===== src/rtl/countdown_pkg.sv =====
// Shared types and constants for the loadable countdown timer.
package countdown_pkg;

  localparam int unsigned COUNTDOWN_WIDTH_DEFAULT = 4;

  typedef enum logic [1:0] {
    IDLE = 2'd0,
    RUN  = 2'd1,
    DONE = 2'd2
  } state_t;

endpackage


===== src/rtl/countdown_timer_m.sv =====
// Loadable down-counter with a single-cycle expiry pulse and a sticky done level.
// Periodic reload at terminal count is built only when COUNTDOWN_AUTORELOAD_EN is defined.
module countdown_timer_m
  import countdown_pkg::*;
#(
  parameter int unsigned WIDTH = COUNTDOWN_WIDTH_DEFAULT
) (
  input  logic             clock,
  input  logic             reset_n,
  input  logic             load,
  input  logic [WIDTH-1:0] load_value,
  input  logic             start,
  input  logic             enable,
  input  logic             abort,
  output logic [WIDTH-1:0] count_out,
  output logic             busy,
  output logic             expired,
  output logic             done
);

  localparam logic [WIDTH-1:0] ONE = WIDTH'(1);

  state_t           state;
  logic [WIDTH-1:0] reload;

  // busy and done are flopped alongside state so every output comes straight from a register.
  always_ff @(posedge clock or negedge reset_n) begin
    if (!reset_n) begin
      state     <= IDLE;
      count_out <= '0;
      reload    <= '0;
      busy      <= 1'b0;
      expired   <= 1'b0;
      done      <= 1'b0;
    end else begin
      expired <= 1'b0;
      case (state)
        IDLE: begin
          if (abort) begin
            state <= IDLE;
          end else if (load) begin
            count_out <= load_value;
            reload    <= load_value;
          end else if (start) begin
            if (count_out != '0) begin
              state <= RUN;
              busy  <= 1'b1;
            end else begin
              state   <= DONE;
              done    <= 1'b1;
              expired <= 1'b1;
            end
          end
        end

        RUN: begin
          if (abort) begin
            state <= IDLE;
            busy  <= 1'b0;
          end else if (load) begin
            count_out <= load_value;
            reload    <= load_value;
            if (load_value == '0) begin
              state   <= DONE;
              busy    <= 1'b0;
              done    <= 1'b1;
              expired <= 1'b1;
            end
          end else if (enable) begin
            if (count_out > ONE) begin
              count_out <= count_out - ONE;
            end else begin
              expired <= 1'b1;
`ifdef COUNTDOWN_AUTORELOAD_EN
              // Periodic mode: restart the interval unless there is nothing to reload.
              count_out <= reload;
              if (reload == '0) begin
                state <= DONE;
                busy  <= 1'b0;
                done  <= 1'b1;
              end
`else
              count_out <= '0;
              state     <= DONE;
              busy      <= 1'b0;
              done      <= 1'b1;
`endif
            end
          end
        end

        DONE: begin
          if (abort) begin
            state <= IDLE;
            done  <= 1'b0;
          end else if (load) begin
            count_out <= load_value;
            reload    <= load_value;
            state     <= IDLE;
            done      <= 1'b0;
          end else if (start) begin
            count_out <= reload;
            if (reload != '0) begin
              state <= RUN;
              busy  <= 1'b1;
              done  <= 1'b0;
            end else begin
              expired <= 1'b1;
            end
          end
        end

        default: begin
          state     <= IDLE;
          count_out <= '0;
          busy      <= 1'b0;
          done      <= 1'b0;
        end
      endcase
    end
  end

endmodule


===== config.mk =====
export PLATFORM = sky130hd
export DESIGN_NAME = countdown_timer_m
export DESIGN_NICKNAME = d
export VERILOG_FILES = /design/src/rtl/countdown_pkg.sv /design/src/rtl/countdown_timer_m.sv
export SDC_FILE = /design/constraint.sdc
export NUM_CORES = 1
export LEC_CHECK = 0
export CORE_MARGIN = 2
export CORE_UTILIZATION = 40
export DETAILED_ROUTE_END_ITERATION = 8
export GPL_TIMING_DRIVEN = 0
export SYNTH_ARGS = -nofsm -noshare
export SYNTH_HDL_FRONTEND = slang
export SYNTH_SLANG_ARGS = --single-unit
export TNS_END_PERCENT = 10

===== constraint.sdc =====
create_clock -name clock -period 2.1 [get_ports clock]
set_input_delay 0.42 -clock clock [delete_from_list [all_inputs] [get_ports clock]]
set_output_delay 0.42 -clock clock [all_outputs]
set_load 0.01 [all_outputs]

== After elaboration in Yosys (flattened, before gate mapping) ==
Index checks and enable logic that the tools add are counted.

* Bits of input ports: 10
* Register bits: 13
* Latch bits: 0
* Memory bits (writable): 0
* Memories kept: 0
* Bits in read-only memories: 0

* Reductions and logical operators: 10
* Order comparisons: 1
* Divide/modulo/power cells: 0
* Equality and inequality tests: 24
* Muxes and demuxes: 66
* Bitwise operators: 1
* Add/sub/neg operators: 1
* Multiply operators: 0
* Shift operators: 0

{| class="wikitable"
|+ Operator list
! kind !! count
|-
| 1-bit two-way mux || 39
|-
| 4-bit two-way mux || 9
|-
| 2-bit two-way mux || 13
|-
| 2-bit inequality test, second input constant || 11
|-
| 4-bit inequality test, second input constant || 5
|-
| 3-bit inequality test, second input constant || 6
|-
| 4-bit one-hot mux with 3 select lines || 1
|-
| 11-bit AND reduction || 1
|-
| 10-bit AND reduction || 1
|-
| 1-bit one-hot mux with 3 select lines || 3
|-
| 4-bit nonzero test || 2
|-
| 7-bit AND reduction || 1
|-
| 2-bit one-hot mux with 3 select lines || 1
|-
| 6-bit AND reduction || 1
|-
| 4-bit by 1-bit > comparator with 1-bit output, second input constant || 1
|-
| 4-bit zero test || 1
|-
| 4-bit by 1-bit subtractor with 4-bit output, second input constant || 1
|-
| 3-bit AND reduction || 1
|-
| 3-bit OR reduction || 1
|-
| 2-bit by 1-bit == test with 1-bit output, second input constant || 1
|-
| 2-bit == test, second input constant || 1
|-
| 2-bit zero test || 1
|-
| 1-bit NOT || 1
|}

== Logic depth before layout (Yosys ltp) ==
Gate-level depths: netlist of run 1.

* Depth in word-level cells: 6
* Depth in mapped cells: 7
* Gate-level depth less buffers: 7

== Least setup slack after synthesis of run 1 ==
OpenSTA, ideal clock, no wires.

* Path type: register to register
* From: register reload[3]
* To: register done
* Data arrival time: 1717 ps
* Path slack: 264 ps
* Cell stages (with the launch flop): 5
* Buffers on the path: 0
* Path through: dfrtp_1 or4_4 a2111oi_4 mux2_1 o21a_1

* Word-level cells in the longest chain between the ends: 3

{| class="wikitable"
|+ Ends and longest elaborated chain
! what !! line !! source
|-
| from (decl) || countdown_timer_m.sv:24 || <nowiki>logic [WIDTH-1:0] reload;</nowiki>
|-
| from (signal assigned) || countdown_timer_m.sv:43 || <nowiki>reload <= load_value;</nowiki>
|-
| from (signal assigned) || countdown_timer_m.sv:62 || <nowiki>reload <= load_value;</nowiki>
|-
| from (signal assigned) || countdown_timer_m.sv:98 || <nowiki>reload <= load_value;</nowiki>
|-
| 4-bit nonzero test || countdown_timer_m.sv:103 || <nowiki>if (reload != '0) begin</nowiki>
|-
| 4-bit inequality test (no source line) || n/a ||
|-
| 10-bit AND reduction (no source line) || n/a ||
|-
| to (signal assigned) || countdown_timer_m.sv:100 || <nowiki>done <= 1'b0;</nowiki>
|-
| to (signal assigned) || countdown_timer_m.sv:106 || <nowiki>done <= 1'b0;</nowiki>
|-
| to (signal assigned) || countdown_timer_m.sv:117 || <nowiki>done <= 1'b0;</nowiki>
|-
| to (decl) || countdown_timer_m.sv:18 || <nowiki>output logic done</nowiki>
|}

No other way between the ends.
A chain may end at the register's enable or synchronous reset.

== Final worst setup path of run 1 ==
* From: input load
* To: register reload[1]

* Word-level cells in the longest chain between the ends: 1

{| class="wikitable"
|+ Ends and longest elaborated chain
! what !! line !! source
|-
| from (decl) || countdown_timer_m.sv:10 || <nowiki>input logic load,</nowiki>
|-
| 3-bit AND reduction (no source line) || n/a ||
|}

No other way between the ends.

==> results of run 1 <==
cell usage after synthesis, drive strengths merged, types with 2 or more instances:
| library cell | n |
|---|---|
| dfrtp | 13 |
| nor2 | 9 |
| a21oi | 8 |
| inv | 8 |
| nand2 | 8 |
| mux2 | 6 |
| clkbuf | 3 |
| ha | 3 |
| mux2i | 3 |
| a2bb2oi | 2 |
| nand3 | 2 |
| nor3 | 2 |
| o21a | 2 |
| o21ai | 2 |
| o22ai | 2 |
layout by cell type, fill, tap and decap left out, types with 3 or more instances in the layout:
cell	Yosys	layout
a21oi_1	8	8
clkbuf_1	3	4
clkbuf_4	0	3
clkdlybuf4s50_1	0	16
dfrtp_1	13	13
ha_1	3	3
inv_1	5	5
inv_2	3	3
mux2_1	5	5
mux2i_1	3	3
nand2_1	8	8
nor2_1	9	9
sequential cells by signal, summed over array words and instances (netlist names):
signal     flops
done           1
state          2
count_out      4
busy           1
expired        1
reload         4
critical path: stages:
cell and delay [ns]:
clkdlybuf4s50_1 0.47, clkbuf_1 0.37, inv_2 0.11, a211oi_2 0.39, mux2_1 0.36
how the worst min path moves through the flow:
stage	start	endpoint	slack (ns)
floorplan	reset_n	busy	0.12
global placement	done	done	0.50
detailed placement	reload[0]	reload[0]	0.50
CTS	reload[0]	reload[0]	0.52
global route	reload[1]	reload[1]	0.53
finish	reset_n	busy	0.51
layout make-up:
cell class / instances / area, sq um
inverter: 8 / 30.0
tap: 27 / 33.8
fill: 180 / 890
multi-input combinational: 69 / 526
clock buffer: 4 / 26.3
sequential: 13 / 325
buffer: 3 / 11.3
timing repair buffer: 16 / 160
routing by layer:
layer  part of all wire  up-vias
li1                   -      380
met1               0.47      378
met2               0.45       24
met3              0.053        6
met4              0.022        0
met5                  0        -
kinds of logic (layout without fill, tap and decap cells):
group	after synthesis	after routing	synth area share
AND/OR/NAND/NOR	28	28	0.159
AO/OA/AOI/OAI	27	27	0.241
flip-flops	13	13	0.375
buffers and inverters	11	31	0.0476
multiplexers	9	9	0.113
adder cells (fa/ha/maj)	4	4	0.0548
XOR/XNOR	1	1	0.0101
through the flow:
stage          instance area [sq um]  hold slack (ns)  utilization  TNS (ns)
5_1_grt                         1110            0.535        0.556         0
2_1_floorplan                    867            0.124            -         0
3_5_place_dp                    1060            0.505        0.530     -2.14
3_3_place_gp                    1060            0.498        0.530     -2.12
4_1_cts                         1100            0.522        0.548         0
6_report                        1110            0.514        0.556         0
report_power, final:
group | leakage, nW | switching [W] | internal (W)
registers | 0.158 | 0.0000470 | 0.000295
logic | 0.285 | 0.000127 | 0.000141
clock network | 0.0150 | 0.0000827 | 0.0000736
total | 0.458 | 0.000257 | 0.000510
==> impl_metrics.csv, run 1 <==
group,metric,value,unit
logic_synthesis,synth_warnings,0,
detailed_routing,wl_per_cell,13.7,microns
logic_synthesis,yosysSeqAreaShare,0.375,
critical_path,crit_type,"in -> reg",
placement,dp_cells,136,
pwr,power_leakage,0.458,nW
die,rows,16,
detailed_routing,first_iter_violations,19,
detailed_routing,drtPass1Iterations,4,
grt,grt_pass1_wl,3240,microns
pwr,max-vdd-ir-drop,419,uV
die,die_y,50.6,microns
clock_network,cts_resized,2,
logic_synthesis,avgSynthCellArea,9.32,sq um
timing,worstMarginPinSlew,0.595,ns
flow_run,drv_cap,0,
clock_network,holdBufCountCts,0,
logic_synthesis,synthTopCellsByArea,"dfrtp_1 (38%), mux2_1 (6.5%), a21oi_1 (4.6%)",
clock_network,clock_latency,0.28,ns
critical_path,start_kind,"primary input",
clock_network,cts_tree,"yes",
logic_synthesis,ys_seq_elements,13,
timing,rsz0062_at_grt,"no",
logic_synthesis,syn_inst,93,
logic_synthesis,synth.net_count,106,
clock_network,cts_sinks,13,
detailed_routing,totalWireLength,1910,microns
layout,drive_above_1_share,0.124,
timing,drv_slew,0,
pwr,p_per_area,689,mW/mm^2
logic_synthesis,synth_edf_count,0,
critical_path,r2r-end,"done",
logic_synthesis,synthesis.area,867,sq um
worst_hold_path,min_path_type,"in -> async",
layout,final_nets,127,
layout,stdcell_count,140,
clock_network,h-tree-depth,1,
logic_synthesis,synth-async-reset-ratio,1.00,
status,outcome,"finished clean",
timing,finalHoldViolations,0,
logic_synthesis,synth_area_leader_cell,"dfrtp_1",
clock_network,cts_root_buffer,"clkbuf_4",
critical_path,crit-reg2reg-launch,"reload[3]",
grt,grt_usage,0.171,
critical_path,r2r_slack,0.16,ns
logic_synthesis,yosys.area.top_type_share,0.375,
timing,skew,0.00429,ns
clock_network,cts_buffer_depth,2,
die,die_area,0.00256,sq mm
critical_path,setup.worst_path.start,"load",
detailed_routing,antenna_left,0,
die,coreArea,0.00200,sq mm
grt,busiest_layer,"met2",
logic_synthesis,synth.distinct_cells,37,
critical_path,end_kind,"register",
grt,grt-ovfl-total,0,
critical_path,endpoint,"reload[1]",
critical_path,worst_ep_arrival_time,2.13,ns
die,ioPinCount,17,
layout,antennaDiodeCount,0,
layout,syn2layout_area_growth,28.3,%
clock_network,clkTransAtPathRegs,0.08,ns
detailed_routing,drc,0,
placement,gp_congestion,0.838,
placement,hpwlAfterDp,1470,microns
clock_network,numCtsBuffers,3,
placement,portBuffers,16,
timing,timing.final.ws_setup,0.134,ns
critical_path,r2r_cells,4,
grt,use_met2,0.281,
detailed_routing,vias_per_cell,5.63,
timing,max_freq,509,MHz
clock_network,cts_setup_buffers,0,
timing,min_period,1.97,ns
timing,relSlewSlack,0.602,
grt,antenna_found_initial,0,
grt,use_met1,0.209,
detailed_routing,vias,788,
timing,finalSetupViolCount,0,
pwr,power,0.000767,W
placement,dp_slack,-0.309,ns
logic_synthesis,synth_ff_type,"dfrtp_1",
grt,grt_max_degree,14,
critical_path,crit_fanout,10,
timing,finalCritPeriodShare,0.936,
critical_path,worstPathRequired,2.26,ns
die,die_w,50.6,microns
grt,grt_pass1_vias,758,
grt,grt_use_met3,0.0327,
die,initial_core_util,0.433,
Power figures use the tool's default switching activity.
==> run 2, diff against run 1 <==
--- a/config.mk
+++ b/config.mk
@@ -5,10 +5,12 @@
 export SDC_FILE = /design/constraint.sdc
 export NUM_CORES = 1
 export LEC_CHECK = 0
+export ABC_AREA = 1
 export CORE_MARGIN = 2
-export CORE_UTILIZATION = 40
+export CORE_UTILIZATION = 51
 export DETAILED_ROUTE_END_ITERATION = 8
 export GPL_TIMING_DRIVEN = 0
+export PLACE_DENSITY = 0.78
 export SYNTH_ARGS = -nofsm -noshare
 export SYNTH_HDL_FRONTEND = slang
 export SYNTH_SLANG_ARGS = --single-unit
==> run 2 against run 1 <==
  * Wire length rose by 8.9%
  * Power increased by 78%
  * Non-clock buffer count fell by 3
  * Final cell count is 40% higher
  * Die area is 11% lower
  * Design area grew 5.8%
  * Sequential share of layout area is 1.6 points lower
  * Sequential cell count did not move
  * Hold slack worse by 0.015 ns
  * Count of clock-buffer cells in the layout did not move
==> impl_metrics.csv, run 2 <==
group,metric,value,unit
status,outcome,"finished clean",
grt,antenna_found_initial,0,
layout,syn2layout_area_growth,21.4,%
clock_network,h-tree-depth,1,
logic_synthesis,synth_area_leader_cell,"dfrtp_1",
logic_synthesis,synth.distinct_cells,21,
die,die_w,47.6,microns
critical_path,endpoint,"count_out[2]",
clock_network,numCtsBuffers,3,
critical_path,worst_ep_arrival_time,1.29,ns
timing,min_period,1.71,ns
critical_path,r2r_slack,0.46,ns
critical_path,cp_num_cells,1,
layout,final_nets,185,
critical_path,end_kind,"output pin",
layout,final_cell_mix,"nand2_1 (60), inv_1 (18), nor2_1 (17), clkdlybuf4s50_1 (15), dfrtp_1 (13)",
logic_synthesis,synth_warnings,0,
pwr,p_per_area,1160,mW/mm^2
critical_path,r2r-end,"state[0]",
timing,relSlewSlack,0.613,
critical_path,path_buf_inv,1,
critical_path,crit_type,"reg -> out",
detailed_routing,drc,0,
detailed_routing,wl_per_cell,10.6,microns
detailed_routing,totalWireLength,2080,microns
clock_network,cts_resized,0,
die,die_area,0.00227,sq mm
clock_network,holdBufCountCts,0,
grt,grt_usage,0.225,
die,initial_core_util,0.550,
placement,hpwlAfterDp,1620,microns
pwr,max-vdd-ir-drop,590,uV
critical_path,cpMaxStageDelayCell,"clkdlybuf4s50_1",
detailed_routing,drtPass1Iterations,5,
placement,dp_slack,0.175,ns
critical_path,setup.worst_path.start,"count_out[2]",
logic_synthesis,synth_edf_count,0,
logic_synthesis,ys_seq_elements,13,
layout,drive_above_1_share,0.0760,
critical_path,crit_family,"buffers and inverters",
logic_synthesis,synth.net_count,165,
clock_network,cts_buffer_depth,2,
layout,utilization,0.667,
detailed_routing,antenna_left,0,
logic_synthesis,synth_ff_type,"dfrtp_1",
critical_path,crit_fanout,6,
timing,worstMarginPinSlew,0.578,ns
pwr,power,0.00137,W
placement,dp_cells,192,
detailed_routing,vias,988,
flow_run,drv_cap,0,
layout,layout_commonest_cell,"nand2_1",
worst_hold_path,min_path_type,"in -> async",
clock_network,cts_tree,"yes",
timing,finalCritPeriodShare,0.814,
grt,grt_pass1_vias,833,
placement,gp_congestion,0.926,
timing,drv_slew,0,
logic_synthesis,synth-async-reset-ratio,1.00,
detailed_routing,vias_per_cell,5.04,
critical_path,r2r_cells,11,
die,ioPinCount,17,
critical_path,cpPeakStageDelay,0.57,ns
clock_network,clkTransAtPathRegs,0.08,ns
placement,portBuffers,15,
logic_synthesis,avgSynthCellArea,6.38,sq um
clock_network,clock_latency,0.28,ns
pwr,power_leakage,0.623,nW
critical_path,path_cells,"clkdlybuf4s50_1",
detailed_routing,first_iter_violations,55,
clock_network,cts_sinks,13,
timing,max_freq,585,MHz
layout,reg_top3,"count_out (4), reload (4), state (2)",
logic_synthesis,synthesis.area,970,sq um
die,coreArea,0.00176,sq mm
critical_path,worstPathRequired,1.68,ns
grt,grt-ovfl-total,0,
die,rows,15,
critical_path,crit-reg2reg-launch,"count_out[0]",
timing,skew,0.00283,ns
logic_synthesis,yosysSeqAreaShare,0.335,
logic_synthesis,synth_common_cells,"nand2_1 (60), inv_1 (18), nor2_1 (17)",
grt,grt_max_degree,14,
timing,timing.final.ws_setup,0.392,ns
timing,finalHoldViolations,0,
layout,antennaDiodeCount,0,
logic_synthesis,yosysMostFrequentCell,"nand2_1",
logic_synthesis,syn_inst,152,
clock_network,cts_root_buffer,"clkbuf_4",
logic_synthesis,synthTopCellsByArea,"dfrtp_1 (34%), nand2_1 (23%), inv_1 (7.0%)",
timing,finalSetupViolCount,0,
clock_network,cts_setup_buffers,0,
critical_path,start_kind,"register",
logic_synthesis,yosys.area.top_type_share,0.335,
grt,grt_pass1_wl,3530,microns
timing,rsz0062_at_grt,"no",
die,die_y,47.6,microns
timing,tns,0,ns
layout,stdcell_count,196,
==> run 2: cell type report <==
type	count	area (sq um)
clock buffers	4	26.3
fillers	164	587
multi-input cells	119	566
plain buffers	1	7.51
well taps	25	31.3
repair buffers	15	150
flip-flops and latches	13	325
inverters	19	71.3
==> run 2: through the flow <==
stage | hold slack, ns | instance area (sq um)
3_5_place_dp | 0.469 | 1150
2_1_floorplan | 0.124 | 970
3_3_place_gp | 0.464 | 1150
4_1_cts | 0.494 | 1180
5_1_grt | 0.529 | 1180
6_report | 0.499 | 1180
==> run 2: worst min path at each step <==
stage	depth (start not counted)	end	slack (ns)
detailed placement	2	done	0.47
CTS	2	done	0.49
global placement	2	done	0.46
finish	1	done	0.50
global route	2	done	0.53
floorplan	0	busy	0.12
==> run 2: cell families after synthesis <==
kind of cell               synth area share
and+or+nand+nor                       0.445
buffers and inverters                0.0813
AOI/OAI and AO/OA                    0.0877
DFF                                   0.335
adders and majority gates            0.0387
muxes                                0.0116
==> run 2: power by group <==
part / switching, W / internal (W) / total, W
Sequential: 0.000104 / 0.000339 / 0.000442
Combinational: 0.000442 / 0.000324 / 0.000766
Clock: 0.0000840 / 0.0000739 / 0.000158
Total: 0.000629 / 0.000737 / 0.00137
==> run 2: routing by layer <==
metal | vias up | global-route usage | share of wire
met5 | - | 0 | 0
met1 | 438 | 0.296 | 0.48
met2 | 34 | 0.346 | 0.45
met3 | 5 | 0.0453 | 0.051
li1 | 511 | - | -
met4 | 0 | 0.124 | 0.021
